==> config.mk <==
export PLATFORM = sky130hd
export DESIGN_NAME = div_sched
export DESIGN_NICKNAME = d
export VERILOG_FILES = /design/src/rtl/div_sched.sv
export SDC_FILE = /design/constraint.sdc
export NUM_CORES = 1
export LEC_CHECK = 0
export ABC_AREA = 1
export ABC_CLOCK_PERIOD_IN_PS = 24600
export CAP_MARGIN = 40
export CORE_ASPECT_RATIO = 0.7
export CORE_MARGIN = 8
export CORE_UTILIZATION = 55
export CTS_CLUSTER_DIAMETER = 150
export DETAILED_ROUTE_END_ITERATION = 12
export PLACE_DENSITY_LB_ADDON = 0.25
export SLEW_MARGIN = 40
export SYNTH_ARGS = -nofsm -noshare
export SYNTH_HDL_FRONTEND = slang
export SYNTH_SLANG_ARGS = --single-unit
==> constraint.sdc <==
create_clock -name clk -period 24.6 [get_ports clk]
set_input_delay 2.46 -clock clk [delete_from_list [all_inputs] [get_ports clk]]
set_output_delay 2.46 -clock clk [all_outputs]
set_load 0.1 [all_outputs]
==> src/rtl/div_sched.sv <==
// ============================================================================
// div_sched : round-robin scheduler sharing one restoring array divider
//             among four requesters, with a fixed multicycle settling window.
// Revision  : 1.0
// ============================================================================
`default_nettype none

module div #(
   parameter int WIDTH = 8
) (
   input  logic [WIDTH-1:0] dividend_i,
   input  logic [WIDTH-1:0] divisor_i,
   output logic [WIDTH-1:0] quot_o,
   output logic             dbz_o
);

   logic [WIDTH:0] rem;
   logic [WIDTH:0] diff;

   // One restoring row per quotient bit, MSB first; a clear borrow keeps the difference.
   always_comb begin
      rem    = '0;
      diff   = '0;
      quot_o = '0;
      for (int i = WIDTH - 1; i >= 0; i--) begin
         rem  = {rem[WIDTH-1:0], dividend_i[i]};
         diff = rem - {1'b0, divisor_i};
         if (!diff[WIDTH]) begin
            rem       = diff;
            quot_o[i] = 1'b1;
         end
      end
   end

   assign dbz_o = (divisor_i == '0);

endmodule

module div_sched #(
   parameter int WIDTH = 8,
   parameter int LAT   = 2
) (
   input  logic               clk,
   input  logic               rst_n,
   input  logic [3:0]         req_valid,
   output logic [3:0]         req_ready,
   input  logic [4*WIDTH-1:0] req_dividend,
   input  logic [4*WIDTH-1:0] req_divisor,
   output logic               rsp_valid,
   input  logic               rsp_ready,
   output logic [1:0]         rsp_id,
   output logic [WIDTH-1:0]   rsp_quot,
   output logic               rsp_dbz,
   output logic               busy
);

   typedef enum logic [1:0] {
      S_IDLE = 2'd0,
      S_WAIT = 2'd1,
      S_RESP = 2'd2
   } state_t;

   state_t             state_q, state_d;
   logic [1:0]         ptr_q, ptr_d;
   logic [3:0]         cnt_q, cnt_d;
   logic [WIDTH-1:0]   op_a_q, op_a_d;
   logic [WIDTH-1:0]   op_b_q, op_b_d;
   logic [1:0]         id_q, id_d;
   logic [1:0]         rsp_id_q, rsp_id_d;
   logic [WIDTH-1:0]   rsp_quot_q, rsp_quot_d;
   logic               rsp_dbz_q, rsp_dbz_d;

   logic               win_found;
   logic [1:0]         win_idx;
   logic [1:0]         cand;
   logic [3:0]         grant;
   logic [WIDTH-1:0]   div_quot;
   logic               div_dbz;

   // Operands are held in registers so the divider path can settle over LAT cycles.
   div #(.WIDTH(WIDTH)) u_div (
      .dividend_i (op_a_q),
      .divisor_i  (op_b_q),
      .quot_o     (div_quot),
      .dbz_o      (div_dbz)
   );

   always_comb begin
      win_found = 1'b0;
      win_idx   = ptr_q;
      cand      = ptr_q;
      for (int k = 0; k < 4; k++) begin
         cand = ptr_q + 2'(k);
         if (!win_found && req_valid[cand]) begin
            win_found = 1'b1;
            win_idx   = cand;
         end
      end
   end

   always_comb begin
      state_d    = state_q;
      ptr_d      = ptr_q;
      cnt_d      = cnt_q;
      op_a_d     = op_a_q;
      op_b_d     = op_b_q;
      id_d       = id_q;
      rsp_id_d   = rsp_id_q;
      rsp_quot_d = rsp_quot_q;
      rsp_dbz_d  = rsp_dbz_q;
      grant      = '0;
      case (state_q)
         S_IDLE: begin
            if (win_found) begin
               grant[win_idx] = 1'b1;
               op_a_d  = req_dividend[int'(win_idx)*WIDTH +: WIDTH];
               op_b_d  = req_divisor[int'(win_idx)*WIDTH +: WIDTH];
               id_d    = win_idx;
               ptr_d   = win_idx + 2'd1;
               cnt_d   = 4'(LAT);
               state_d = S_WAIT;
            end
         end
         S_WAIT: begin
            if (cnt_q == 4'd1) begin
               rsp_quot_d = div_dbz ? '1 : div_quot;
               rsp_dbz_d  = div_dbz;
               rsp_id_d   = id_q;
               state_d    = S_RESP;
            end else begin
               cnt_d = cnt_q - 4'd1;
            end
         end
         S_RESP: begin
            if (rsp_ready) begin
               state_d = S_IDLE;
            end
         end
         default: state_d = S_IDLE;
      endcase
   end

   always_ff @(posedge clk or negedge rst_n) begin
      if (!rst_n) begin
         state_q    <= S_IDLE;
         ptr_q      <= '0;
         cnt_q      <= '0;
         op_a_q     <= '0;
         op_b_q     <= '0;
         id_q       <= '0;
         rsp_id_q   <= '0;
         rsp_quot_q <= '0;
         rsp_dbz_q  <= 1'b0;
      end else begin
         state_q    <= state_d;
         ptr_q      <= ptr_d;
         cnt_q      <= cnt_d;
         op_a_q     <= op_a_d;
         op_b_q     <= op_b_d;
         id_q       <= id_d;
         rsp_id_q   <= rsp_id_d;
         rsp_quot_q <= rsp_quot_d;
         rsp_dbz_q  <= rsp_dbz_d;
      end
   end

   // Grants are gated by reset directly so nothing is offered while rst_n is low.
   assign req_ready = rst_n ? grant : 4'b0000;
   assign rsp_valid = (state_q == S_RESP);
   assign busy      = (state_q != S_IDLE);
   assign rsp_id    = rsp_id_q;
   assign rsp_quot  = rsp_quot_q;
   assign rsp_dbz   = rsp_dbz_q;

endmodule

`default_nettype wire

## Word-level counts from Yosys, hierarchy flattened

Cells that the tools add are included.

- Bits in registers: 37

- Shift operators: 2
- Order comparisons: 6
- Add/subtract/negate cells: 13
- Reduce and logical (&&, ||, !) cells: 15
- Multiplexer cells: 43
- Equality and inequality tests: 7

Operator list:

| kind | number |
|---|---|
| $mux 8 | 8 |
| $shiftx 32x6->8 | 2 |
| $sub 9x8->9 | 7 |
| $mux 4 | 5 |
| $mux 1 | 17 |
| $lt 2x3->1 const B | 5 |
| $mux 2 | 6 |
| $sub 1x8->9 | 1 |
| $bmux 1 s2 | 4 |
| $logic_not 8->1 | 1 |
| $pmux 4 s2 | 1 |
| $ne 2x2->1 const B | 3 |
| $pmux 2 s3 | 1 |
| $reduce_and 3->1 | 2 |
| $add 2x1->2 const B | 2 |
| $add 2x2->2 const B | 2 |
| $eq 4x1->1 const B | 1 |
| $logic_and 1x1->1 | 4 |
| $reduce_and 2->1 | 2 |
| $reduce_bool 2->1 | 2 |
| $sub 4x1->4 const B | 1 |
| $logic_not 1->1 | 3 |
| $demux 1 s2 | 1 |
| $eq 2x1->1 const B | 1 |
| 4 further kinds | 4 |

## Longest topological paths before layout

- Depth after elaboration: 19
- Gate-level depth with buffers: 95
- Mapped depth without buffers: 90

## Modules after synthesis

From an unflattened synthesis, not the netlist that was laid out.

- Cell total of the unflattened synthesis: 879
- Area, all modules: 5770.5 um^2

By module, submodules not included:

| module | cells an instance | times used | area an instance (um^2) |
|---|---|---|---|
| div | 477 | 1 | 3178.0 |
| div_sched | 402 | 1 | 2592.5 |

## Worst setup path after synthesis

No wires, ideal clock.

- Path type: register to register
- Start point: register op_b_q[1]
- End point: register rsp_quot_q[0], in the netlist rsp_quot[0]
- Cell stages (with the launch flop): 89
- Required time: 24487 ps
- Path slack: 11482 ps
- Library setup time: 113 ps
- Path buffers: 5
- Arrival time: 13006 ps
- Cell sequence: dfrtp_1 > inv_1 > ha_1 > nand2_2 > nor2_4 > inv_2 > o21ai_0 > fa_1 > nand2_1 > nand3b_2 > nand2_4 > nand2_4 > nand2_4 > nand2_4 > nand2_8 > inv_2 > nand2_1 > o21ai_0 > [... 53 more ...] > nor2_1 > nor2_1 > nor2_1 > inv_1 > nand3_2 > buf_4 > a21oi_1 > a31oi_1 > ha_1 > o21a_1 > o211ai_1 > nand2_1 > a221oi_1 > inv_1 > nand3_1 > nand3_1 > nand2_1 > inv_1

- Cells in the longest elaborated chain, start to end: 17
- Elaborated cells between the ends (all ways): 18
- Classes of those cells: add/sub: 8; mux: 9; reduce/logical: 1

Ends and longest elaborated chain:

| what | line | RTL |
|---|---|---|
| start: declaration | 67 | `logic [WIDTH-1:0] op_b_q, op_b_d;` |
| start signal: assignment | 159 | `op_b_q <= op_b_d;` |
| $sub 1x8->9 | 27 | `diff = rem - {1'b0, divisor_i};` |
| $mux 8 | 28 | `if (!diff[WIDTH]) begin` |
| $sub 9x8->9 | 27 |  |
| $mux 8 | 28 |  |
| $sub 9x8->9 | 27 |  |
| $mux 8 | 28 |  |
| $sub 9x8->9 | 27 |  |
| $mux 8 | 28 |  |
| $sub 9x8->9 | 27 |  |
| $mux 8 | 28 |  |
| $sub 9x8->9 | 27 |  |
| $mux 8 | 28 |  |
| $sub 9x8->9 | 27 |  |
| $mux 8 | 28 |  |
| $sub 9x8->9 | 27 |  |
| $mux 1 | 28 |  |
| $mux 8 * | 126 | `rsp_quot_d = div_dbz ? '1 : div_quot;` |
| end signal: assignment | 162 | `rsp_quot_q <= rsp_quot_d;` |
| end: declaration | 70 | `logic [WIDTH-1:0] rsp_quot_q, rsp_quot_d;` |

Every way passes the cells marked *; elsewhere a longest branch is shown, timed or not.
A chain may end at the register's enable or synchronous reset.

## Worst setup path in the final report

Same ends and word-level chain as after synthesis.

==> flow_summary.json <==
{
  "r2r-start": "op_b_q[1]",
  "nFillCells": 764,
  "drt_iter0_drc": 353,
  "die_area_um2": 12900,
  "synth_edf_count": 0,
  "hold_violations": 0,
  "final_max_slew_viol_count": 0,
  "yosysWarnings": 0,
  "core_area_um2": 9110,
  "rows": 29,
  "finalCriticalPeriod_ns": 15.05,
  "whs_path_depth": 2,
  "synth_cell_types": 50,
  "cpLargestDelayFamily": "compound AO/OA/AOI/OAI gates",
  "crit_type": "flop to flop",
  "status": "finished, final reports clean",
  "synth-seq-cells": 37,
  "async_flop_share_pct": 100,
  "path_clk_slew_ns": 0.06,
  "vias_per_cell": 5.62,
  "multi_input_area_um2": 3790,
  "antenna_found_initial": 0,
  "ant_nets": 0,
  "grt_pass1_vias": 5283,
  "final-setup-viol-count": 0,
  "worstSkewPairLatency_ns": 0.29,
  "reg2reg_depth": 84,
  "portBuffers": 87,
  "firstDrtPassIters": 5,
  "ys_seq_area_share_pct": 17.8,
  "synth_area_um2": 5200,
  "finalClockSkew_ns": 0.00324,
  "layout-drive-gt1-share_pct": 11.0,
  "dp_hpwl_mm": 11.7,
  "cts_hold_buffers": 0,
  "vias": 5250,
  "cpPeakStageDelay_ns": 0.51,
  "seq_area_um2": 926,
  "wl_per_cell_um": 16.0,
  "rrSetupSlack_ns": 9.55,
  "die_w_um": 132,
  "clock_sinks": 37,
  "htree_num_levels": 2,
  "timing.rr.end": "rsp_quot[0]",
  "cts_buffers": 5,
  "cts_tree": "done",
  "cp_slowest_cell": "inv_1",
  "crit_required_ns": 24.78,
  "relSlewSlack_pct": 54.3,
  "grt_max_degree": 42,
  "rsz0062_at_grt": "false",
  "cts_resized": 0,
  "track_usage_pct": 22.5,
  "ios": 88,
  "startpoint_type": "flop",
  "initial_core_util_pct": 57.1,
  "max_freq_ghz": 0.0664,
  "cp.arrival_ns": 15.23,
  "wl_mm": 14.9,
  "area_growth_pct": 19.1,
  "drv_cap": 0,
  "min_to": "rsp_id[0]",
  "grt_pass1_wl_mm": 24.8,
  "syn_area_per_cell_um2": 7.11,
  "clk_path_buf_depth": 2,
  "post-cts-setup-buffer-count": 0,
  "worst_pin_slew_ns": 0.683,
  "fin_tns_setup_ns": 0,
  "antenna_cells": 0,
  "crit_path_max_fanout": 15,
  "syn_inst": 731,
  "cp_common_cell": "a21oi_1",
  "hp-class": "flop to flop",
  "routabilityCongestion": 0.880,
  "hp-start": "rsp_id[0]",
  "final_nets": 949,
  "period_share_pct": 61.2,
  "crit_buf_inv": 9,
  "cp-end-kind": "flop",
  "cts_root_buf": "clkbuf_16",
  "die_h_um": 97.3,
  "drc_errors": 0,
  "overflow": 0,
  "synth-main-ff-cell": "dfrtp_1"
}
## metal layers
| metal | GRT usage [%] | vias up | share of wire (%) | wire length (um) |
|---|---|---|---|---|
| li1 | - | 2613 | - | - |
| met1 | 28.4 | 2483 | 46 | 6810 |
| met2 | 39.4 | 134 | 48 | 7220 |
| met3 | 3.98 | 20 | 4.5 | 665 |
| met4 | 4.52 | 0 | 1.4 | 206 |
| met5 | 0 | - | 0 | 0 |
## Yosys cell counts (9+ instances only)
cell      number  area share, %
o22ai_1       12            1.4
dfrtp_1       37             18
nor2_1        83            6.0
nand2_1      108            7.8
a21oi_1       48            4.6
clkbuf_1      11           0.79
a31oi_1        9            1.1
xor2_1        24            4.0
o21bai_1      15            2.2
nand3_1       39            3.8
nand3_2        9            1.7
o21ai_0       47            4.5
xnor2_1       14            2.4
ha_1          63             15
inv_1         98            7.1
## worst reg2reg max path: cells and delay by family, from the launching register on
family / cells / cell delay, ns
and+or+nand+nor: 31 / 3.90
AOI/OAI and AO/OA: 36 / 6.12
adders and majority gates: 8 / 3.24
buffers and inverters: 9 / 1.27
DFF: 1 / 0.39
## kinds of logic (layout without fill, tap and decap cells)
family / after synthesis / in the layout / share of synthesized area, %
AO/OA/AOI/OAI: 175 / 175 / 20.9
buffers and inverters: 123 / 199 / 9.56
AND/OR/NAND/NOR: 282 / 282 / 26.5
XOR/XNOR: 38 / 38 / 6.40
other: 1 / 4 / 0.0722
adder cells (fa/ha/maj): 69 / 69 / 17.5
multiplexers: 6 / 6 / 1.25
flip-flops: 37 / 37 / 17.8
## through the flow
stage	hold slack, ns	cell area (um2)	utilization (%)	std cells	setup slack, ns
2_1_floorplan	0.450	5210	-	734	11.48
3_3_place_gp	0.454	6130	67.3	926	10.68
3_5_place_dp	0.465	6050	66.4	926	9.74
4_1_cts	0.479	6190	68.0	934	9.73
5_1_grt	0.518	6190	68.0	934	8.13
6_report	0.480	6190	68.0	934	9.55
## cell type report
cell class / instances / area share [%]
sequential: 37 / 15.0
tap: 124 / 2.51
inverter: 102 / 6.19
clock inverter: 2 / 0.162
timing repair buffer: 89 / 12.9
multi-input combinational: 574 / 61.2
clock buffer: 6 / 2.08
## registers in the layout, indices dropped and copies added (netlist names), 2 cells and up
register  cells
cnt_q         4
rsp_quot      8
rsp_id        2
op_b_q        8
ptr_q         2
state_q       2
op_a_q        8
id_q          2
## worst max path at each step
stage	start	end	slack, ns	depth (start not counted)
2_1_floorplan	op_b_q[1]	rsp_quot[0]	11.48	88
3_3_place_gp	op_b_q[1]	rsp_quot[0]	10.68	83
3_5_place_dp	op_b_q[1]	rsp_quot[0]	9.74	84
4_1_cts	op_b_q[1]	rsp_quot[0]	9.73	84
5_1_grt	op_b_q[1]	rsp_quot[0]	8.13	84
6_report	op_b_q[1]	rsp_quot[0]	9.55	84
## layout by cell type (no fill, tap or decap), types with 3 or more instances in the layout
| cell | instances |
|---|---|
| nand3_2 | 9 |
| o21bai_1 | 15 |
| xor2_1 | 24 |
| inv_2 | 5 |
| o2111ai_1 | 5 |
| mux2i_1 | 5 |
| ha_1 | 63 |
| a31oi_2 | 4 |
| nand2_4 | 8 |
| clkdlybuf4s50_1 | 69 |
| buf_4 | 3 |
| o221ai_1 | 3 |
| o21ai_0 | 47 |
| nor2_1 | 82 |
| nand3_1 | 39 |
| or2_2 | 8 |
| o22ai_1 | 12 |
| o21ai_1 | 5 |
| inv_1 | 97 |
| a21o_1 | 5 |
| nor2_2 | 3 |
| conb_1 | 4 |
| nand2_2 | 8 |
| a21oi_1 | 48 |
| o21ai_2 | 4 |
| dfrtp_1 | 37 |
| fa_1 | 6 |
| nand3b_1 | 3 |
| buf_2 | 17 |
| o311ai_0 | 6 |
| nor4_1 | 3 |
| xnor2_1 | 14 |
| nand2_1 | 108 |
| clkbuf_16 | 5 |
| a31oi_1 | 9 |
| a21oi_2 | 5 |
Power is not shown: default switching activity piles up to over one toggle a cycle in this logic, so the estimate is an artifact.
